**src/rtl/result_reader.sv**
```systemverilog
// result_reader
//   Drains the dot-product result RAM and streams the stored words out over a
//   valid/ready interface. A start request latches a base address and a run
//   length. Sequential reads are then issued to the single-port RAM, which has
//   a 1-cycle read latency. Returned words land in a 2-entry FIFO, so
//   downstream backpressure never loses data.
//
// Ports
//   clk        in   clock, rising edge
//   rst        in   asynchronous reset, active low
//   start      in   run request, sampled only while idle
//   base_addr  in   first RAM address of the run (ADDR_W)
//   len        in   words to read, 0..2^ADDR_W (ADDR_W+1)
//   busy       out  high while a run is in progress
//   done       out  one-cycle pulse at the end of a run
//   ram_ren    out  RAM read strobe
//   ram_addr   out  RAM read address (ADDR_W)
//   ram_rdata  in   RAM read data, valid the cycle after ram_ren (DATA_W)
//   out_valid  out  FIFO head is valid
//   out_ready  in   downstream accepts the head word
//   out_data   out  FIFO head word (DATA_W)
//   out_last   out  head word is the final word of the run
module result_reader #(
  parameter int ADDR_W = 4,
  parameter int DATA_W = 20
) (
  input  logic              clk,
  input  logic              rst,
  input  logic              start,
  input  logic [ADDR_W-1:0] base_addr,
  input  logic [ADDR_W:0]   len,
  output logic              busy,
  output logic              done,
  output logic              ram_ren,
  output logic [ADDR_W-1:0] ram_addr,
  input  logic [DATA_W-1:0] ram_rdata,
  output logic              out_valid,
  input  logic              out_ready,
  output logic [DATA_W-1:0] out_data,
  output logic              out_last
);

  typedef enum logic [1:0] {S_IDLE, S_READ, S_DRAIN, S_FIN} state_t;

  state_t            state_q, state_d;
  logic [ADDR_W-1:0] base_q, base_d;
  logic [ADDR_W:0]   len_q, len_d;
  logic [ADDR_W:0]   issued_q, issued_d;
  logic              infl_q, infl_d;
  logic              infl_last_q, infl_last_d;
  logic [1:0]        occ_q, occ_d;
  logic              wr_ptr_q, wr_ptr_d;
  logic              rd_ptr_q, rd_ptr_d;
  logic [1:0]        tag_q;
  logic [DATA_W-1:0] mem_q [2];

  logic              push, pop, head_last, credit_ok;
  logic [1:0]        pending;

  // A word returns from the RAM one cycle after every read strobe.
  assign push      = infl_q;
  assign out_valid = (occ_q != 2'd0);
  assign pop       = out_valid & out_ready;
  assign head_last = tag_q[rd_ptr_q];
  assign out_last  = out_valid & head_last;
  assign out_data  = out_valid ? mem_q[rd_ptr_q] : '0;
  assign busy      = (state_q != S_IDLE);
  assign done      = (state_q == S_FIN);

  // Buffered words plus a read in flight must never exceed the two FIFO slots.
  // A pop in this cycle frees a slot in time for the next return.
  assign pending   = occ_q + {1'b0, infl_q};
  assign credit_ok = (pending < 2'd2) || ((pending == 2'd2) && pop);

  always_comb begin
    state_d     = state_q;
    base_d      = base_q;
    len_d       = len_q;
    issued_d    = issued_q;
    infl_last_d = 1'b0;
    ram_ren     = 1'b0;
    ram_addr    = '0;
    case (state_q)
      S_IDLE: begin
        if (start) begin
          base_d   = base_addr;
          len_d    = len;
          issued_d = '0;
          state_d  = (len != '0) ? S_READ : S_FIN;
        end
      end
      S_READ: begin
        if ((issued_q < len_q) && credit_ok) begin
          ram_ren     = 1'b1;
          // The address wraps naturally modulo 2^ADDR_W.
          ram_addr    = base_q + issued_q[ADDR_W-1:0];
          issued_d    = issued_q + 1'b1;
          infl_last_d = (issued_d == len_q);
          if (issued_d == len_q) state_d = S_DRAIN;
        end
      end
      S_DRAIN: begin
        if (pop && head_last) state_d = S_FIN;
      end
      S_FIN:   state_d = S_IDLE;
      default: state_d = S_IDLE;
    endcase
  end

  assign infl_d   = ram_ren;
  assign wr_ptr_d = wr_ptr_q ^ push;
  assign rd_ptr_d = rd_ptr_q ^ pop;

  always_comb begin
    occ_d = occ_q;
    case ({push, pop})
      2'b10:   occ_d = occ_q + 2'd1;
      2'b01:   occ_d = occ_q - 2'd1;
      default: occ_d = occ_q;
    endcase
  end

  always_ff @(posedge clk or negedge rst) begin
    if (!rst) begin
      state_q     <= S_IDLE;
      base_q      <= '0;
      len_q       <= '0;
      issued_q    <= '0;
      infl_q      <= 1'b0;
      infl_last_q <= 1'b0;
      occ_q       <= 2'd0;
      wr_ptr_q    <= 1'b0;
      rd_ptr_q    <= 1'b0;
      tag_q       <= 2'b00;
    end else begin
      state_q     <= state_d;
      base_q      <= base_d;
      len_q       <= len_d;
      issued_q    <= issued_d;
      infl_q      <= infl_d;
      infl_last_q <= infl_last_d;
      occ_q       <= occ_d;
      wr_ptr_q    <= wr_ptr_d;
      rd_ptr_q    <= rd_ptr_d;
      if (push) tag_q[wr_ptr_q] <= infl_last_q;
    end
  end

  // FIFO payload needs no reset: out_data is masked whenever the FIFO is empty.
  always_ff @(posedge clk) begin
    if (push) mem_q[wr_ptr_q] <= ram_rdata;
  end

`ifndef SYNTHESIS
  always_ff @(posedge clk) begin
    if (rst && push && !pop)
      assert (occ_q != 2'd2) else $error("result_reader: FIFO overflow");
  end
`endif

endmodule
```
**config.mk**
```make
export PLATFORM = sky130hd
export DESIGN_NAME = result_reader
export DESIGN_NICKNAME = d
export VERILOG_FILES = /design/src/rtl/result_reader.sv
export SDC_FILE = /design/constraint.sdc
export NUM_CORES = 1
export LEC_CHECK = 0
export ABC_AREA = 1
export CORE_MARGIN = 2
export CORE_UTILIZATION = 44
export CTS_BUF_LIST = sky130_fd_sc_hd__clkbuf_8
export DETAILED_ROUTE_END_ITERATION = 16
export PLACE_DENSITY_LB_ADDON = 0.3
export REMOVE_ABC_BUFFERS = 1
export SYNTH_ARGS = -nofsm -noshare
export SYNTH_HDL_FRONTEND = slang
export SYNTH_SLANG_ARGS = --single-unit
export TNS_END_PERCENT = 10
```
**constraint.sdc**
```tcl
create_clock -name clk -period 2.8 [get_ports clk]
set_clock_uncertainty 0.1 [all_clocks]
set_input_delay 0.84 -clock clk [delete_from_list [all_inputs] [get_ports clk]]
set_output_delay 0.84 -clock clk [all_outputs]
set_load 0.1 [all_outputs]
```
==> results of run 1 <==
## logic make-up after synthesis
group | count (synthesis) | synth area share
compound gates | 39 | 0.0663
xor+xnor | 10 | 0.0285
fa+ha+maj | 19 | 0.0798
buf+inv | 40 | 0.0509
flops | 64 | 0.586
mux | 6 | 0.0220
simple gates | 114 | 0.166
## through the flow
stage | std cells | hold WS (ns) | setup WS [ns]
2_1_floorplan | 283 | 0.344 | -1.05
3_3_place_gp | 450 | 0.355 | -0.278
3_5_place_dp | 450 | 0.366 | -0.302
4_1_cts | 470 | 0.387 | -0.0830
5_1_grt | 474 | 0.424 | -0.132
6_report | 474 | 0.383 | -0.0408
## cell type report
class                           instances  share of cell area
Multi-Input combinational cell        188               0.269
Sequential cell                        64               0.395
Inverter                               31              0.0285
Timing Repair Buffer                   79               0.224
Clock inverter                          7              0.0296
Tap cell                               96              0.0263
Clock buffer                            9              0.0271
## synthesized netlist by cell type, types with 2 or more instances
cell	number	area share
nand4_1	8	0.016
buf_2	2	0.0033
o21ai_0	6	0.0098
a21oi_2	2	0.0057
dfrtp_1	24	0.20
ha_1	18	0.073
nand2_1	72	0.088
edfxtp_1	40	0.39
mux2_2	6	0.022
a21oi_1	25	0.041
xnor2_1	4	0.011
nand3_1	10	0.016
o21ai_1	5	0.0081
inv_1	26	0.032
clkbuf_1	6	0.0073
nor2_1	17	0.021
xor2_1	6	0.017
inv_2	4	0.0049
## layout by cell type (no fill, tap or decap), types with 2 or more instances in the layout
| cell type | instances |
|---|---|
| clkbuf_8 | 9 |
| o21ai_1 | 5 |
| nand2_1 | 67 |
| inv_1 | 23 |
| nand3_1 | 10 |
| nor2_1 | 13 |
| mux2_2 | 6 |
| a21oi_1 | 24 |
| ha_1 | 14 |
| xor2_1 | 6 |
| o21ai_0 | 6 |
| dfrtp_2 | 2 |
| ha_4 | 3 |
| nand2_4 | 3 |
| bufinv_16 | 4 |
| buf_12 | 28 |
| nand2_2 | 4 |
| xnor2_1 | 3 |
| clkinvlp_4 | 2 |
| dfrtp_1 | 22 |
| inv_2 | 6 |
| edfxtp_1 | 40 |
| buf_4 | 19 |
| nor2_4 | 4 |
| clkdlybuf4s50_1 | 31 |
| nand4_1 | 8 |
| a21oi_2 | 2 |
## critical path: stages, from the launching register on
cell and delay (ns):
dfrtp_1 0.39, inv_2 0.08, ha_4 0.22, nand2_4 0.07, inv_4 0.04, a21oi_4 0.16
nand3_4 0.11, nor2_8 0.13, inv_8 0.06, nor2_4 0.12, buf_12 0.18
## state kept, by name, indices dropped and copies added (netlist names)
name / cells
infl_q: 1
mem_q: 40
tag_q: 2
infl_last_q: 1
len_q: 5
state_q: 2
wr_ptr_q: 1
issued_q: 5
base_q: 4
rd_ptr_q: 1
occ_q: 2
## how the worst max path moves through the flow
| stage | endpoint | slack [ns] | depth (start not counted) |
|---|---|---|---|
| floorplan | ram_addr[0] | -1.05 | 8 |
| global placement | ram_addr[3] | -0.28 | 8 |
| detailed placement | ram_addr[1] | -0.30 | 8 |
| CTS | ram_addr[1] | -0.08 | 10 |
| global route | ram_addr[3] | -0.13 | 9 |
| finish | ram_addr[3] | -0.04 | 10 |
## timing repair
action,4_1_cts,5_1_grt
pin swaps,6,7
setup buffers,4,4
setup endpoints to repair,12,26
gates resized for setup,26,9
## routing by layer
metal | share of wire | wire (µm)
met1 | 0.41 | 2780
met5 | 0 | 0
met4 | 0.013 | 87
met2 | 0.52 | 3460
met3 | 0.055 | 367
==> results.cfg, run 1 <==
[setup_path]
critPathRequiredTime_ns = 1.86
r2r-start = len_q[4]
r2r_slack_ns = 0.79
arrival_ns = 1.90
worstSetupStartpointType = register
path_max_fanout = 5
endpoint_kind = output port
worstSetupPathType = reg2out
r2r-end = issued_q[3]
crit_start = len_q[4]
r2r_cells = 12

[clock_network]
clkTransAtPathRegs_ns = 0.07
cts.path.max_buffers = 2
postCtsHoldBufs = 0
cts-root-buf = clkbuf_8
ctsHtreeMaxLevel = 3
numCtsBuffers = 9
cts_tree = built
clock-sinks = 64
worst_skew_pair.late_latency_ns = 0.33

[floorplanning]
die_y_um = 87.6
die_width_um = 87.6
core_area_um2 = 6790
die-area_um2 = 7670
std_cell_rows = 30
ios = 62
start_util = 0.452

[min_path]
hold_depth = 2
hold_path.class = reg2reg
min_to = tag_q[1]
min_from = infl_last_q

[yosys]
netlist_instances = 292
ys.flop_type = edfxtp_1
synth-edff-count = 40
yosysUniqueCellTypes = 29
async_flop_share = 0.375
ys_ff_latch = 64
seq_area_frac_synth = 0.586
synth.avg_cell_area_um2 = 10.5
syn-cell-area_um2 = 3070
yosys_warnings = 0

[flow_run]
maxCapViolations = 0

[finish]
nets = 425
multiInputGateArea_um2 = 1230
drive_above_1_share = 0.272
fin_area_um2 = 4570
utilization = 0.672
syn_to_final_growth_pct = 48.5
seqCellArea_um2 = 1800
fillCellCount = 509
num_antenna_cells = 0

[global_route]
globalRouteMet2Util = 0.314
busiest_layer = met2
globalRouteMet1Util = 0.233
grt_pass1_wl_mm = 10.9
grt_antenna_before_repair = 0
grt_max_degree = 25
overflow = 0
grt.total_usage = 0.185
grt_util_met3 = 0.0547
grt_pass1_vias = 2281

[routing]
dr.first_iter.drc_count = 123
antenna_left = 0
vias_per_cell = 4.99
vias = 2364
drc = 0
totalWireLength_mm = 6.70
firstDrtPassIters = 4
wire_per_inst_um = 14.1

[timing]
slew_headroom = 0.638
worst-slew-pin-transition_ns = 0.543
finalHoldViolCount = 0
finalCritPeriodShare = 1.01
slew_violations = 0
rsz0062_at_grt = true
max_freq_mhz = 352
setup_viol = 5
setup_ws_ns = -0.0408
tns_ns = -0.131
period_needed_ns = 2.84

[status]
outcome = finished with violations
violations = setup timing

[place]
numPortBuffers = 61
routabilityCongestion = 0.815
hpwl_mm = 4.54
dpl_cell_area_um2 = 4120
Power of run 1 is left out: the tool's default activity adds up to more than one toggle a clock period on the data nets, which glitch-free logic cannot reach.
==> run 2, diff against run 1 <==
--- a/config.mk
+++ b/config.mk
@@ -9,7 +9,9 @@
 export CORE_MARGIN = 2
 export CORE_UTILIZATION = 44
 export CTS_BUF_LIST = sky130_fd_sc_hd__clkbuf_8
+export CTS_CLUSTER_DIAMETER = 150
 export DETAILED_ROUTE_END_ITERATION = 16
+export HOLD_SLACK_MARGIN = 0.1
 export PLACE_DENSITY_LB_ADDON = 0.3
 export REMOVE_ABC_BUFFERS = 1
 export SYNTH_ARGS = -nofsm -noshare
==> results of run 2 <==
Final layout, timing and power as in run 1 (identical DEF).
Power of run 2 is left out for the same reason.
